File: config.mk
export PLATFORM = sky130hd
export DESIGN_NAME = dds_sweep_ctrl
export DESIGN_NICKNAME = d
export VERILOG_FILES = /design/src/rtl/dds_pkg.sv /design/src/rtl/dds_dwell_timer.sv /design/src/rtl/dds_sweep_ctrl.sv
export SDC_FILE = /design/constraint.sdc
export NUM_CORES = 1
export LEC_CHECK = 0
export ABC_AREA = 1
export ABC_CLOCK_PERIOD_IN_PS = 3520
export CAP_MARGIN = 25
export CORE_MARGIN = 2
export CORE_UTILIZATION = 55
export CTS_BUF_LIST = sky130_fd_sc_hd__clkbuf_16
export DETAILED_ROUTE_END_ITERATION = 10
export GPL_TIMING_DRIVEN = 0
export MAX_ROUTING_LAYER = met4
export PLACE_DENSITY = 0.82
export SLEW_MARGIN = 20
export SYNTH_ARGS = -nofsm -noshare
export SYNTH_HDL_FRONTEND = slang
export SYNTH_SLANG_ARGS = --single-unit
File: constraint.sdc
create_clock -name src_clk -period 3.52 [get_ports src_clk]
set_input_delay 0.704 -clock src_clk [delete_from_list [all_inputs] [get_ports src_clk]]
set_output_delay 0.704 -clock src_clk [all_outputs]
set_load 0.005 [all_outputs]
File: src/rtl/dds_pkg.sv
// rtl/dds_pkg.sv - shared constants and state encoding for the DDS sweep controller
package dds_pkg;

  localparam int DATA_LEN    = 8;
  localparam int ROWS_BASE_2 = 9;
  localparam int PHASE_W     = 9;
  localparam int FREQ_W      = 32;
  localparam int LUT_DEPTH   = 1 << ROWS_BASE_2;

  localparam int STATE_W = 3;

  localparam logic [STATE_W-1:0] ST_IDLE  = 3'd0;
  localparam logic [STATE_W-1:0] ST_LOAD  = 3'd1;
  localparam logic [STATE_W-1:0] ST_PHASE = 3'd2;
  localparam logic [STATE_W-1:0] ST_STEP  = 3'd3;
  localparam logic [STATE_W-1:0] ST_DWELL = 3'd4;
  localparam logic [STATE_W-1:0] ST_DONE  = 3'd5;

endpackage

File: src/rtl/dds_dwell_timer.sv
// rtl/dds_dwell_timer.sv - loadable down-counter timing the dwell between sweep steps
module dds_dwell_timer (
  input  logic        src_clk,
  input  logic        rst_n,
  input  logic        load,
  input  logic [31:0] value,
  output logic        expire
);

  logic [31:0] cnt_q;
  logic [31:0] cnt_d;

  // A load of 0 is promoted to 1 so the dwell is never empty; otherwise count down and stop at 0
  always_comb begin
    cnt_d = cnt_q;
    if (load) begin
      cnt_d = (value == 32'd0) ? 32'd1 : value;
    end else if (cnt_q != 32'd0) begin
      cnt_d = cnt_q - 32'd1;
    end
  end

  // Counter register
  always_ff @(posedge src_clk or negedge rst_n) begin
    if (!rst_n) begin
      cnt_q <= '0;
    end else begin
      cnt_q <= cnt_d;
    end
  end

  // High during the last cycle of the loaded interval
  assign expire = (cnt_q == 32'd1);

endmodule

File: src/rtl/dds_sweep_ctrl.sv
// rtl/dds_sweep_ctrl.sv - sequencer that loads the DDS table, sets phase and runs a chirp
module dds_sweep_ctrl #(
  parameter int DATA_LEN    = dds_pkg::DATA_LEN,
  parameter int ROWS_BASE_2 = dds_pkg::ROWS_BASE_2,
  parameter int PHASE_W     = dds_pkg::PHASE_W,
  parameter int FREQ_W      = dds_pkg::FREQ_W
) (
  input  logic                   src_clk,
  input  logic                   rst_n,
  input  logic                   start,
  input  logic                   abort,
  input  logic                   skip_load,
  input  logic [PHASE_W-1:0]     cfg_phase,
  input  logic [FREQ_W-1:0]      cfg_f_start,
  input  logic [FREQ_W-1:0]      cfg_f_stop,
  input  logic [FREQ_W-1:0]      cfg_f_step,
  input  logic [31:0]            cfg_dwell,
  input  logic [DATA_LEN-1:0]    lut_data,
  input  logic                   lut_valid,
  output logic                   lut_ready,
  output logic                   we,
  output logic [ROWS_BASE_2-1:0] addr_wr,
  output logic [DATA_LEN-1:0]    data_wr,
  output logic                   set_phase,
  output logic [PHASE_W-1:0]     phase,
  output logic                   set_freq,
  output logic [FREQ_W-1:0]      freq,
  output logic                   busy,
  output logic                   done
);

  import dds_pkg::*;

  logic [STATE_W-1:0]     state_q, state_d;
  logic [ROWS_BASE_2-1:0] cnt_q, cnt_d;
  logic [FREQ_W-1:0]      cur_q, cur_d;
  logic [PHASE_W-1:0]     cfg_phase_q, cfg_phase_d;
  logic [FREQ_W-1:0]      f_start_q, f_start_d;
  logic [FREQ_W-1:0]      f_stop_q, f_stop_d;
  logic [FREQ_W-1:0]      f_step_q, f_step_d;
  logic [31:0]            dwell_q, dwell_d;

  logic                   we_q, we_d;
  logic [ROWS_BASE_2-1:0] addr_wr_q, addr_wr_d;
  logic [DATA_LEN-1:0]    data_wr_q, data_wr_d;
  logic                   set_phase_q, set_phase_d;
  logic [PHASE_W-1:0]     phase_q, phase_d;
  logic                   set_freq_q, set_freq_d;
  logic [FREQ_W-1:0]      freq_q, freq_d;
  logic                   done_q, done_d;

  logic [FREQ_W:0]        next_f;
  logic                   sweep_more;
  logic                   tmr_expire;

  // The dwell starts counting from the STEP cycle so DWELL lasts exactly max(dwell,1) cycles
  dds_dwell_timer u_dwell_timer (
    .src_clk (src_clk),
    .rst_n   (rst_n),
    .load    (state_q == ST_STEP),
    .value   (dwell_q),
    .expire  (tmr_expire)
  );

  // Next sweep point with a carry bit so wrap-around ends the sweep instead of restarting it
  always_comb begin
    next_f     = {1'b0, cur_q} + {1'b0, f_step_q};
    sweep_more = (f_step_q != '0) && !next_f[FREQ_W] && (next_f[FREQ_W-1:0] <= f_stop_q);
  end

  // Sequencer: strobes are computed on the transition into a state so they are registered outputs
  always_comb begin
    state_d     = state_q;
    cnt_d       = cnt_q;
    cur_d       = cur_q;
    cfg_phase_d = cfg_phase_q;
    f_start_d   = f_start_q;
    f_stop_d    = f_stop_q;
    f_step_d    = f_step_q;
    dwell_d     = dwell_q;
    we_d        = 1'b0;
    addr_wr_d   = addr_wr_q;
    data_wr_d   = data_wr_q;
    set_phase_d = 1'b0;
    phase_d     = phase_q;
    set_freq_d  = 1'b0;
    freq_d      = freq_q;
    done_d      = 1'b0;

    if (abort) begin
      state_d = ST_IDLE;
    end else begin
      case (state_q)
        ST_IDLE: begin
          if (start) begin
            cfg_phase_d = cfg_phase;
            f_start_d   = cfg_f_start;
            f_stop_d    = cfg_f_stop;
            f_step_d    = cfg_f_step;
            dwell_d     = cfg_dwell;
            if (skip_load) begin
              state_d     = ST_PHASE;
              set_phase_d = 1'b1;
              phase_d     = cfg_phase;
            end else begin
              state_d = ST_LOAD;
              cnt_d   = '0;
            end
          end
        end
        ST_LOAD: begin
          if (lut_valid) begin
            we_d      = 1'b1;
            addr_wr_d = cnt_q;
            data_wr_d = lut_data;
            cnt_d     = cnt_q + ROWS_BASE_2'(1);
            if (&cnt_q) begin
              state_d     = ST_PHASE;
              set_phase_d = 1'b1;
              phase_d     = cfg_phase_q;
            end
          end
        end
        ST_PHASE: begin
          cur_d      = f_start_q;
          set_freq_d = 1'b1;
          freq_d     = f_start_q;
          state_d    = ST_STEP;
        end
        ST_STEP: begin
          state_d = ST_DWELL;
        end
        ST_DWELL: begin
          if (tmr_expire) begin
            if (sweep_more) begin
              cur_d      = next_f[FREQ_W-1:0];
              set_freq_d = 1'b1;
              freq_d     = next_f[FREQ_W-1:0];
              state_d    = ST_STEP;
            end else begin
              done_d  = 1'b1;
              state_d = ST_DONE;
            end
          end
        end
        ST_DONE: begin
          state_d = ST_IDLE;
        end
        default: begin
          state_d = ST_IDLE;
        end
      endcase
    end
  end

  // State, configuration and output registers
  always_ff @(posedge src_clk or negedge rst_n) begin
    if (!rst_n) begin
      state_q     <= ST_IDLE;
      cnt_q       <= '0;
      cur_q       <= '0;
      cfg_phase_q <= '0;
      f_start_q   <= '0;
      f_stop_q    <= '0;
      f_step_q    <= '0;
      dwell_q     <= '0;
      we_q        <= 1'b0;
      addr_wr_q   <= '0;
      data_wr_q   <= '0;
      set_phase_q <= 1'b0;
      phase_q     <= '0;
      set_freq_q  <= 1'b0;
      freq_q      <= '0;
      done_q      <= 1'b0;
    end else begin
      state_q     <= state_d;
      cnt_q       <= cnt_d;
      cur_q       <= cur_d;
      cfg_phase_q <= cfg_phase_d;
      f_start_q   <= f_start_d;
      f_stop_q    <= f_stop_d;
      f_step_q    <= f_step_d;
      dwell_q     <= dwell_d;
      we_q        <= we_d;
      addr_wr_q   <= addr_wr_d;
      data_wr_q   <= data_wr_d;
      set_phase_q <= set_phase_d;
      phase_q     <= phase_d;
      set_freq_q  <= set_freq_d;
      freq_q      <= freq_d;
      done_q      <= done_d;
    end
  end

  assign lut_ready = (state_q == ST_LOAD);
  assign busy      = (state_q != ST_IDLE);
  assign we        = we_q;
  assign addr_wr   = addr_wr_q;
  assign data_wr   = data_wr_q;
  assign set_phase = set_phase_q;
  assign phase     = phase_q;
  assign set_freq  = set_freq_q;
  assign freq      = freq_q;
  assign done      = done_q;

endmodule

==> out/summary.txt <==
grt ovf = 0
GRT Total Usage = 32.8%
CP Max Fanout = 7
number of global-route vias before repair = 13001
initial core utilization = 56.1%
total CTS buffers = 26
H-Tree Depth = 1
EDFF count, synth = 0
Placeable Area = 25200 sq um
Cell Area, Placed = 16700 sq um
insertion delay to the later sink of the worst-skew pair = 0.56 ns
# DRC = 0
Highest Clock Rate = 275 MHz
fin nets = 2262
WHS = 0.131 ns
Synthesis Warnings = 0
CTS root buf = clkbuf_16
largest net degree at the start of global routing = 98
maxcap violations = 0
I/O pin total = 215
Final Cell Area = 18900 sq um
layout cells sized above 1 = 21.2%
final worst setup slack = -0.117 ns
max_slew headroom = 50.2%
Synth top area share = 43.1%
violations in the final reports = negative setup slack
Max stage delay on crit path = 0.37 ns
hold_buf cts = 0
crit start category = flop
clk slew on worst S/H paths = 0.06 ns
Static Leakage = 9.11 nW
Power, Total = 0.0197 W
CTS tree = built
Hold Path Class = in -> async
syn_nets = 1980
TritonRoute pass-1 iters = 5
CP Class = reg -> reg
Horiz. Die Dim = 164 um
Post-Place Worst Slack = -0.466 ns
period utilization = 103%
Async S/R FF share, synth = 100%
Die Area = 27000 sq um
crit path capture type = flop
unique cell type count in the Yosys netlist = 49
commonest non-fill, non-tap cells in the layout = nand2_1 (440), dfrtp_1 (227), clkdlybuf4s50_1 (213), inv_1 (207), nor2_1 (154)
largest cells by area after synthesis = dfrtp_1 (43%), nand2_1 (14%), mux2_2 (8.4%)
Max VDD drop = 0.766 mV
Pins Over Slew Limit = 0
clk sinks = 243
Final setup viols = 34
power per cell area = 1050 nW/um^2
Tmin final = 3.64 ns
status = finished with violations
IO Port Bufs = 214
FF+latch count, synth = 243
Final HPWL DP = 31600 um
final hold vios = 0
dominant cell type by area after synthesis = dfrtp_1
Post-Synthesis Cells = 1760
Main synth FF type = dfrtp_1
Worst-Margin Slew = 0.747 ns
drt initial violations = 893
clk_skew = 0.0136 ns
WL final = 44100 um
initial antenna violation count = 1
area grow syn2layout = 33.6%
Vias = 13140
CP arrival = 4.13 ns
WL per Instance = 18.4 um
sequential area share after synthesis = 43.1%
Top Family by Delay on Critical Path = simple AND/OR/NAND/NOR gates
DR vias/cell = 5.49
commonest non-fill, non-tap cell in the layout = nand2_1
Netlist Area Pre-Place = 14100 sq um
Critical Path Slowest Stage Cell = dfrtp_1
Die Ht = 164 um
Synth Area per Inst = 8.02 sq um
RSZ-0062 raised after global routing = yes
Worst EP required = 4.01 ns
ANT nets after route = 0
CTS max path bufs = 3
first-pass GRT wire length = 66900 um
worst path bufs/invs = 3
# rows = 58
gpl congestion = 0.956
-- stage by stage --
stage	util, %	TNS [ns]	std cells
CTS	71.8	0	2369
global placement	66.2	-2088.79	2304
finish	74.9	-2.87	2392
global route	74.9	-8.10	2392
floorplan	-	0	1760
detailed placement	66.5	-13.60	2306
-- cell families (layout without fill, tap and decap cells) --
logic type / count (synthesis) / in the layout / share of synthesized area [%]
buffers and inverters: 257 / 558 / 7.28
other: 0 / 1 / 0
adder cells (fa/ha/maj): 69 / 69 / 6.17
multiplexers: 105 / 105 / 8.37
flip-flops: 243 / 243 / 43.1
AND/OR/NAND/NOR: 900 / 900 / 27.3
XOR/XNOR: 27 / 27 / 1.67
AO/OA/AOI/OAI: 159 / 159 / 6.18
-- where the power goes --
part | total (W) | internal (W) | switching [W] | leakage, nW
clock network | 0.00284 | 0.00164 | 0.00119 | 0.449
logic | 0.0116 | 0.00514 | 0.00644 | 5.76
registers | 0.00533 | 0.00412 | 0.00121 | 2.91
-- sequential cells by signal (all words and copies together), names as in the netlist --
name,flops
f_start_q,32
u_dwell_timer.cnt_q,32
data_wr,8
we,1
addr_wr,9
state_q,3
f_stop_q,32
set_freq,1
set_phase,1
done,1
freq,32
cfg_phase_q,9
phase,9
dwell_q,32
cnt_q,9
f_step_q,32
-- worst paths after layout --
check | cells past startpoint | startpoint | endpoint | slack [ns]
min in group src_clk | 2 | data_wr[2] | data_wr[2] | 0.48
worst min register to register | 2 | data_wr[2] | data_wr[2] | 0.48
worst max register to register | 26 | f_step_q[0] | freq[7] | -0.12
worst min-delay path | 1 | rst_n | f_start_q[19] | 0.13
max in group asynchronous | 3 | rst_n | dwell_q[6] | 2.16
worst max-delay path | 26 | f_step_q[0] | freq[7] | -0.12
-- layer usage --
metal	global-route usage, %	vias up	part of all wire, %
met5	-	-	0
met4	13.4	0	4.4
met3	5.08	141	7.4
met2	54.1	529	48
met1	40.4	6277	40
li1	-	6193	-
-- cell usage after synthesis (4+ instances only) --
library cell / number
buf_2: 24
nor2_2: 12
o21ai_1: 10
clkbuf_1: 14
nor4_1: 14
xnor2_1: 9
nor3_1: 17
nor2_1: 173
dfrtp_1: 243
or2_2: 5
nor3b_1: 4
a22o_1: 4
o21ai_0: 29
a21oi_1: 88
xor2_1: 18
and2_1: 20
nand2_1: 510
a31oi_1: 10
nand2_2: 25
nand3b_1: 12
mux2_2: 105
inv_1: 204
nand4_1: 9
nand3_1: 87
o211ai_1: 4
ha_1: 68
inv_2: 7
-- worst reg2reg max path, delay by kind of cell (launching register included) --
family | cells | cell delay, ns
DFF | 1 | 0.37
and+or+nand+nor | 20 | 2.08
buffers and inverters | 3 | 0.32
adders and majority gates | 3 | 0.82
-- repair_timing --
| item | 4_1_cts | 5_1_grt |
|---|---|---|
| resized for setup | 65 | 151 |
| pin swaps | 18 | 43 |
| cloned | 1 | 2 |
| buffers inserted | 15 | 21 |
| setup endpoints to repair | 35 | 36 |
| hold endpoints to repair | 0 | 0 |
-- layout make-up --
class | instances | area [sq um]
Buffer | 45 | 273
Sequential cell | 243 | 6100
Fill cell | 1818 | 6320
Antenna cell | 1 | 2.50
Timing Repair Buffer | 255 | 2560
Multi-Input combinational cell | 1260 | 7850
Clock buffer | 26 | 651
Clock inverter | 21 | 218
Inverter | 211 | 795
Tap cell | 330 | 413
Power figures use the tool's default switching activity.
